**src/rtl/fifo4_reader_if.sv**
```systemverilog
// Handshake bundle between fifo4_reader, its upstream FIFO and the downstream consumer.
interface fifo4_reader_if #(
    parameter int CNT_W = 8
);
    logic             enable;
    logic             fifo_empty;
    logic [3:0]       fifo_dout;
    logic             fifo_read;
    logic [3:0]       out_data;
    logic             out_valid;
    logic             out_ready;
    logic [CNT_W-1:0] count;
    logic             busy;

    modport slave (
        input  enable, fifo_empty, fifo_dout, out_ready,
        output fifo_read, out_data, out_valid, count, busy
    );

    modport master (
        output enable, fifo_empty, fifo_dout, out_ready,
        input  fifo_read, out_data, out_valid, count, busy
    );
endinterface

```
**src/rtl/fifo4_reader.sv**
```systemverilog
// Pops 4-bit words from a one-cycle-latency FIFO into a two-entry skid buffer
// and presents them downstream with a valid/ready handshake.
module fifo4_reader #(
    parameter int CNT_W = 8
) (
    input  logic           clk,
    input  logic           clr,
    fifo4_reader_if.slave  bus
);

    typedef enum logic [1:0] {
        ST_IDLE = 2'd0,
        ST_POP  = 2'd1,
        ST_WAIT = 2'd2
    } state_t;

    state_t           state_q, state_d;
    logic [1:0]       occ_q, occ_d;
    logic [3:0]       head_q, head_d;
    logic [3:0]       skid_q, skid_d;
    logic [CNT_W-1:0] count_q, count_d;
    logic             fifo_read_q, fifo_read_d;
    logic             out_valid_q, out_valid_d;
    logic             busy_q, busy_d;

    logic             capture_s;
    logic             transfer_s;
    logic             issue_s;

    // State register
    always_ff @(posedge clk) begin
        if (clr) begin
            state_q <= ST_IDLE;
        end else begin
            state_q <= state_d;
        end
    end

    // Buffer update: the captured word always lands behind whatever survives this cycle's transfer
    always_comb begin
        capture_s  = (state_q == ST_WAIT);
        transfer_s = out_valid_q & bus.out_ready;
        head_d     = head_q;
        skid_d     = skid_q;
        occ_d      = occ_q;
        case ({capture_s, transfer_s})
            2'b10: begin
                if (occ_q == 2'd0) begin
                    head_d = bus.fifo_dout;
                    occ_d  = 2'd1;
                end else if (occ_q == 2'd1) begin
                    skid_d = bus.fifo_dout;
                    occ_d  = 2'd2;
                end else begin
                    occ_d  = occ_q;
                end
            end
            2'b01: begin
                head_d = skid_q;
                occ_d  = occ_q - 2'd1;
            end
            2'b11: begin
                if (occ_q == 2'd1) begin
                    head_d = bus.fifo_dout;
                end else begin
                    head_d = skid_q;
                    skid_d = bus.fifo_dout;
                end
            end
            default: begin
                occ_d = occ_q;
            end
        endcase
        count_d = count_q + {{(CNT_W-1){1'b0}}, transfer_s};
        issue_s = bus.enable & ~bus.fifo_empty & (occ_d < 2'd2);
    end

    // Next-state logic; fifo_empty and enable only matter when leaving IDLE or WAIT
    always_comb begin
        state_d = state_q;
        case (state_q)
            ST_IDLE: begin
                if (issue_s) begin
                    state_d = ST_POP;
                end else begin
                    state_d = ST_IDLE;
                end
            end
            ST_POP: begin
                state_d = ST_WAIT;
            end
            ST_WAIT: begin
                if (issue_s) begin
                    state_d = ST_POP;
                end else begin
                    state_d = ST_IDLE;
                end
            end
            default: begin
                state_d = ST_IDLE;
            end
        endcase
    end

    // Output decode, computed one cycle early so every output comes from a flop
    always_comb begin
        fifo_read_d = (state_d == ST_POP);
        out_valid_d = (occ_d != 2'd0);
        busy_d      = (state_d != ST_IDLE) | (occ_d != 2'd0);
    end

    // Datapath and output registers
    always_ff @(posedge clk) begin
        if (clr) begin
            occ_q       <= 2'd0;
            head_q      <= 4'h0;
            skid_q      <= 4'h0;
            count_q     <= {CNT_W{1'b0}};
            fifo_read_q <= 1'b0;
            out_valid_q <= 1'b0;
            busy_q      <= 1'b0;
        end else begin
            occ_q       <= occ_d;
            head_q      <= head_d;
            skid_q      <= skid_d;
            count_q     <= count_d;
            fifo_read_q <= fifo_read_d;
            out_valid_q <= out_valid_d;
            busy_q      <= busy_d;
        end
    end

    assign bus.fifo_read = fifo_read_q;
    assign bus.out_data  = head_q;
    assign bus.out_valid = out_valid_q;
    assign bus.count     = count_q;
    assign bus.busy      = busy_q;

endmodule
```
**src/flat_wrapper.sv**
```systemverilog
// flat-port wrapper written by rule: the top's interface ports become plain ports
module fifo4_reader_flat 
#(
    parameter int CNT_W = 8
)
  (clk, clr, bus_enable, bus_fifo_empty, bus_fifo_dout, bus_out_ready, bus_fifo_read, bus_out_data, bus_out_valid, bus_count, bus_busy);
  fifo4_reader_if #(.CNT_W(CNT_W)) bus_i ();
  input  logic clk;
  input  logic clr;
  input wire logic [$bits(bus_i.enable)-1:0] bus_enable;
  input wire logic [$bits(bus_i.fifo_empty)-1:0] bus_fifo_empty;
  input wire logic [$bits(bus_i.fifo_dout)-1:0] bus_fifo_dout;
  input wire logic [$bits(bus_i.out_ready)-1:0] bus_out_ready;
  output wire logic [$bits(bus_i.fifo_read)-1:0] bus_fifo_read;
  output wire logic [$bits(bus_i.out_data)-1:0] bus_out_data;
  output wire logic [$bits(bus_i.out_valid)-1:0] bus_out_valid;
  output wire logic [$bits(bus_i.count)-1:0] bus_count;
  output wire logic [$bits(bus_i.busy)-1:0] bus_busy;
  assign bus_i.enable = bus_enable;
  assign bus_i.fifo_empty = bus_fifo_empty;
  assign bus_i.fifo_dout = bus_fifo_dout;
  assign bus_i.out_ready = bus_out_ready;
  assign bus_fifo_read = bus_i.fifo_read;
  assign bus_out_data = bus_i.out_data;
  assign bus_out_valid = bus_i.out_valid;
  assign bus_count = bus_i.count;
  assign bus_busy = bus_i.busy;
  fifo4_reader #(.CNT_W(CNT_W)) u_core (.clk(clk), .clr(clr), .bus(bus_i));
endmodule
```
**config.mk**
```make
export PLATFORM = sky130hd
export DESIGN_NAME = fifo4_reader_flat
export DESIGN_NICKNAME = d
export VERILOG_FILES = /design/src/rtl/fifo4_reader_if.sv /design/src/rtl/fifo4_reader.sv /design/src/flat_wrapper.sv
export SDC_FILE = /design/constraint.sdc
export NUM_CORES = 1
export LEC_CHECK = 0
export ABC_AREA = 1
export CORE_MARGIN = 4
export CORE_UTILIZATION = 35
export CTS_CLUSTER_SIZE = 10
export DETAILED_ROUTE_END_ITERATION = 10
export SYNTH_ARGS = -nofsm -noshare
export SYNTH_HDL_FRONTEND = slang
export SYNTH_SLANG_ARGS = --single-unit
export TNS_END_PERCENT = 100
```
**constraint.sdc**
```tcl
create_clock -name clk -period 4 [get_ports clk]
set_input_delay 1.2 -clock clk [delete_from_list [all_inputs] [get_ports clk]]
set_output_delay 1.2 -clock clk [all_outputs]
set_load 0.01 [all_outputs]
```
==> impl_metrics.toml <==
[clock_tree]
post_cts_buffers = 0
cts_made_buffers = 3
hold_buffers = 0
cts_resized = 0
clock-sinks = 23
cts_tree = "yes"
root_buffer = "clkbuf_4"
path_clk_slew_ns = 0.12
clk_latency_ns = 0.31
clockBufferDepth = 2
cts-htree-levels = 1

[grt]
track_usage_pct = 13.9
grt_pass1_wl_um = 4680
grt_overflow = 0
antenna_found_initial = 0
grt_max_degree = 16
first_global_vias = 1100

[floorplanning]
die_width_um = 67.1
die_y_um = 67.1
num_rows = 21
ios = 24
die_area_um2 = 4500
initial_core_util_pct = 36.3
core_um2 = 3360

[sta]
hold_viol = 0
whs_ns = 0.502
relSlewSlack_pct = 71.8
rsz0062_at_grt = "false"
fin_tns_setup_ns = 0
timing.fmax_mhz = 377
finClkSkew_ns = 0.00655
worstMarginPinSlew_ns = 0.422
post-route-period-util_pct = 66.3
finalSetupViolCount = 0
min_period_ns = 2.65
drv_slew = 0

[routing]
via_count = 1138
drt_first_pass_iters = 4
drc = 0
viasPerCell = 4.59
drt.antenna.violating_nets = 0
drt_iter0_drc = 56
routedWlPerCell_um = 11.0
drt-total-wl_um = 2720

[cells_and_area]
multiInputGateArea_um2 = 637
layout.nets = 220
fillers = 384
register_area_um2 = 460
area_delta_synth_final_pct = 24.5
final_layout_size_suffix_gt1_share_pct = 5.45
diodes = 0

[worst_setup_path]
cp_top_family = "simple AND/OR/NAND/NOR gates"
cp_data_arrival_time_ns = 2.87
critical_path_class = "input port to flop"
endpoint_kind = "flop"
worstPathMaxFanout = 13
slowest_delay_ns = 0.47
worstSetupStartpointType = "input port"
regToRegSetupSlack_ns = 2.34
crit_chain = "clkdlybuf4s50_1 -> nand2_2 -> inv_1 -> ha_1 -> nand2_1 -> nand3_4 -> nand2_1 -> nand2_1 -> nor2_1"
cp_common_cell = "nand2_1"
worstPathBufferInverterCount = 2
slowest_stage = "clkdlybuf4s50_1"
required_ns = 4.22

[logic_synthesis]
synthXorXnorAreaFrac_pct = 0.717
synth-compound-area-share_pct = 10.1
synth_top_family_by_area = "simple AND/OR/NAND/NOR gates"
ys_seq_area_share_pct = 37.7
synth_fp_nets = 194
syn_inst = 177
yosys.area_share.simple_pct = 33.1
yosys_register_bits = 23
yosysWarnings = 0
ys_types = 21
netlist_area_um2 = 1220
muxShareOfSynthArea_pct = 0
avgSynthCellArea_um2 = 6.90
synth_fa_ha_area_share_pct = 8.20

[run]
drv_cap = 0

[placement]
gp_congestion = 0.838
port_buffers = 23
hpwl_um = 2160

[power]
p_sw_share_pct = 34.5
pwr-share-clk_pct = 17.6
ir_drop_mv = 0.271
p_sw_uw = 208
seqPwrFrac_pct = 45.9
p_comb_share_pct = 36.5
p_leak_nw = 0.704
p_per_area_nw_per_um2 = 398
p_int_uw = 396

[run_status]
outcome = "finished clean"

[worst_hold_path]
hp-class = "flop to flop"
-- layout by cell type (no fill, tap or decap) --
master           count
xnor2_1              1
o21a_1               1
nand3_1             11
nand2_2              1
clkdlybuf4s50_1     23
nor3_2               1
nor2_4               2
clkbuf_4             3
nand2_1             53
dfxtp_1             23
nor2_1              16
nor3b_1              1
nand4_1              1
o21ai_0              5
ha_1                 8
a21oi_1             15
inv_1               27
clkbuf_1             1
o211ai_1             1
a21oi_2              1
inv_2                2
nor3_1               4
nand3_4              1
-- path summary, 6_finish.rpt --
| check | start | end | cells past startpoint |
|---|---|---|---|
| worst max-delay path | bus_out_ready | u_core.skid_q[3]$_SDFFE_PP0P_ | 9 |
| worst min-delay path | u_core.bus.count[5]$_SDFF_PP0_ | u_core.bus.count[5]$_SDFF_PP0_ | 2 |
| worst max register to register | u_core.bus.out_valid$_SDFF_PP0_ | u_core.skid_q[3]$_SDFFE_PP0P_ | 8 |
| worst min register to register | u_core.bus.count[5]$_SDFF_PP0_ | u_core.bus.count[5]$_SDFF_PP0_ | 2 |
-- area by class of cell --
class	instances	area share, %
Clock buffer	4	1.73
Timing Repair Buffer	23	15.1
Multi-Input combinational cell	123	41.9
Inverter	29	7.16
Tap cell	46	3.79
Sequential cell	23	30.3
-- layer usage --
metal  track usage [%]  vias up  part of all wire, %
met4              4.05        0                  1.8
met5                 0        -                    0
met3              4.38        4                  4.3
met1              14.9      504                   41
li1                  -      607                    -
met2              25.8       23                   53
-- flip-flops by register name, indices dropped and copies added (netlist names) --
register / flops
u_core.bus.out_data: 4
u_core.bus.fifo_read: 1
u_core.bus.count: 8
u_core.bus.out_valid: 1
u_core.state_q: 2
u_core.skid_q: 4
u_core.occ_q: 2
u_core.bus.busy: 1
-- power groups by stage --
stage               Sequential [mW]  Clock, mW  Combinational [mW]
global route                  0.283      0.129               0.253
CTS                           0.278      0.116               0.225
detailed placement            0.283          0               0.223
finish                        0.277      0.107               0.221
floorplan                     0.292          0               0.127
global placement              0.283          0               0.218
-- logic make-up (layout without fill, tap and decap cells) --
group | after synthesis | count (layout)
and+or+nand+nor | 91 | 91
AOI/OAI and AO/OA | 23 | 23
adders and majority gates | 8 | 8
xor gates and xnor gates | 1 | 1
DFF | 23 | 23
buffers and inverters | 31 | 56
-- worst register-to-register path, cell delays in order, from the launching register on --
cell     delay [ns]
dfxtp_1        0.37
nand2_2        0.15
inv_1          0.14
ha_1           0.43
nand2_1        0.17
nand3_4        0.15
nand2_1        0.07
nand2_1        0.07
nor2_1         0.04
-- through the flow --
step	total power [mW]	utilization (%)	instance area, µm²	setup slack (ns)	std cells
final	0.605	45.2	1520	1.35	248
after global routing	0.664	45.2	1520	1.16	248
after CTS	0.619	45.2	1520	1.35	248
after detailed placement	0.506	44.4	1490	0.997	244
after global placement	0.501	44.4	1490	1.11	244
after floorplan	0.419	-	1220	1.76	177
-- synthesized netlist by cell type --
cell type	n	area, µm²
nand4_1	1	6.26
inv_2	2	7.51
nand3_4	1	17.5
nand3_1	11	55.1
nor3b_1	1	7.51
inv_1	27	101
nand2_2	1	6.26
o211ai_1	1	7.51
nor3_2	1	10.0
nor2_4	2	22.5
nor3_1	4	20.0
o21a_1	1	7.51
a21oi_1	15	75.1
ha_1	8	100
o21ai_0	5	25.0
xnor2_1	1	8.76
dfxtp_1	23	460
nor2_1	16	60.1
nand2_1	53	199
buf_4	2	15.0
a21oi_2	1	8.76
Power figures use the tool's default switching activity.
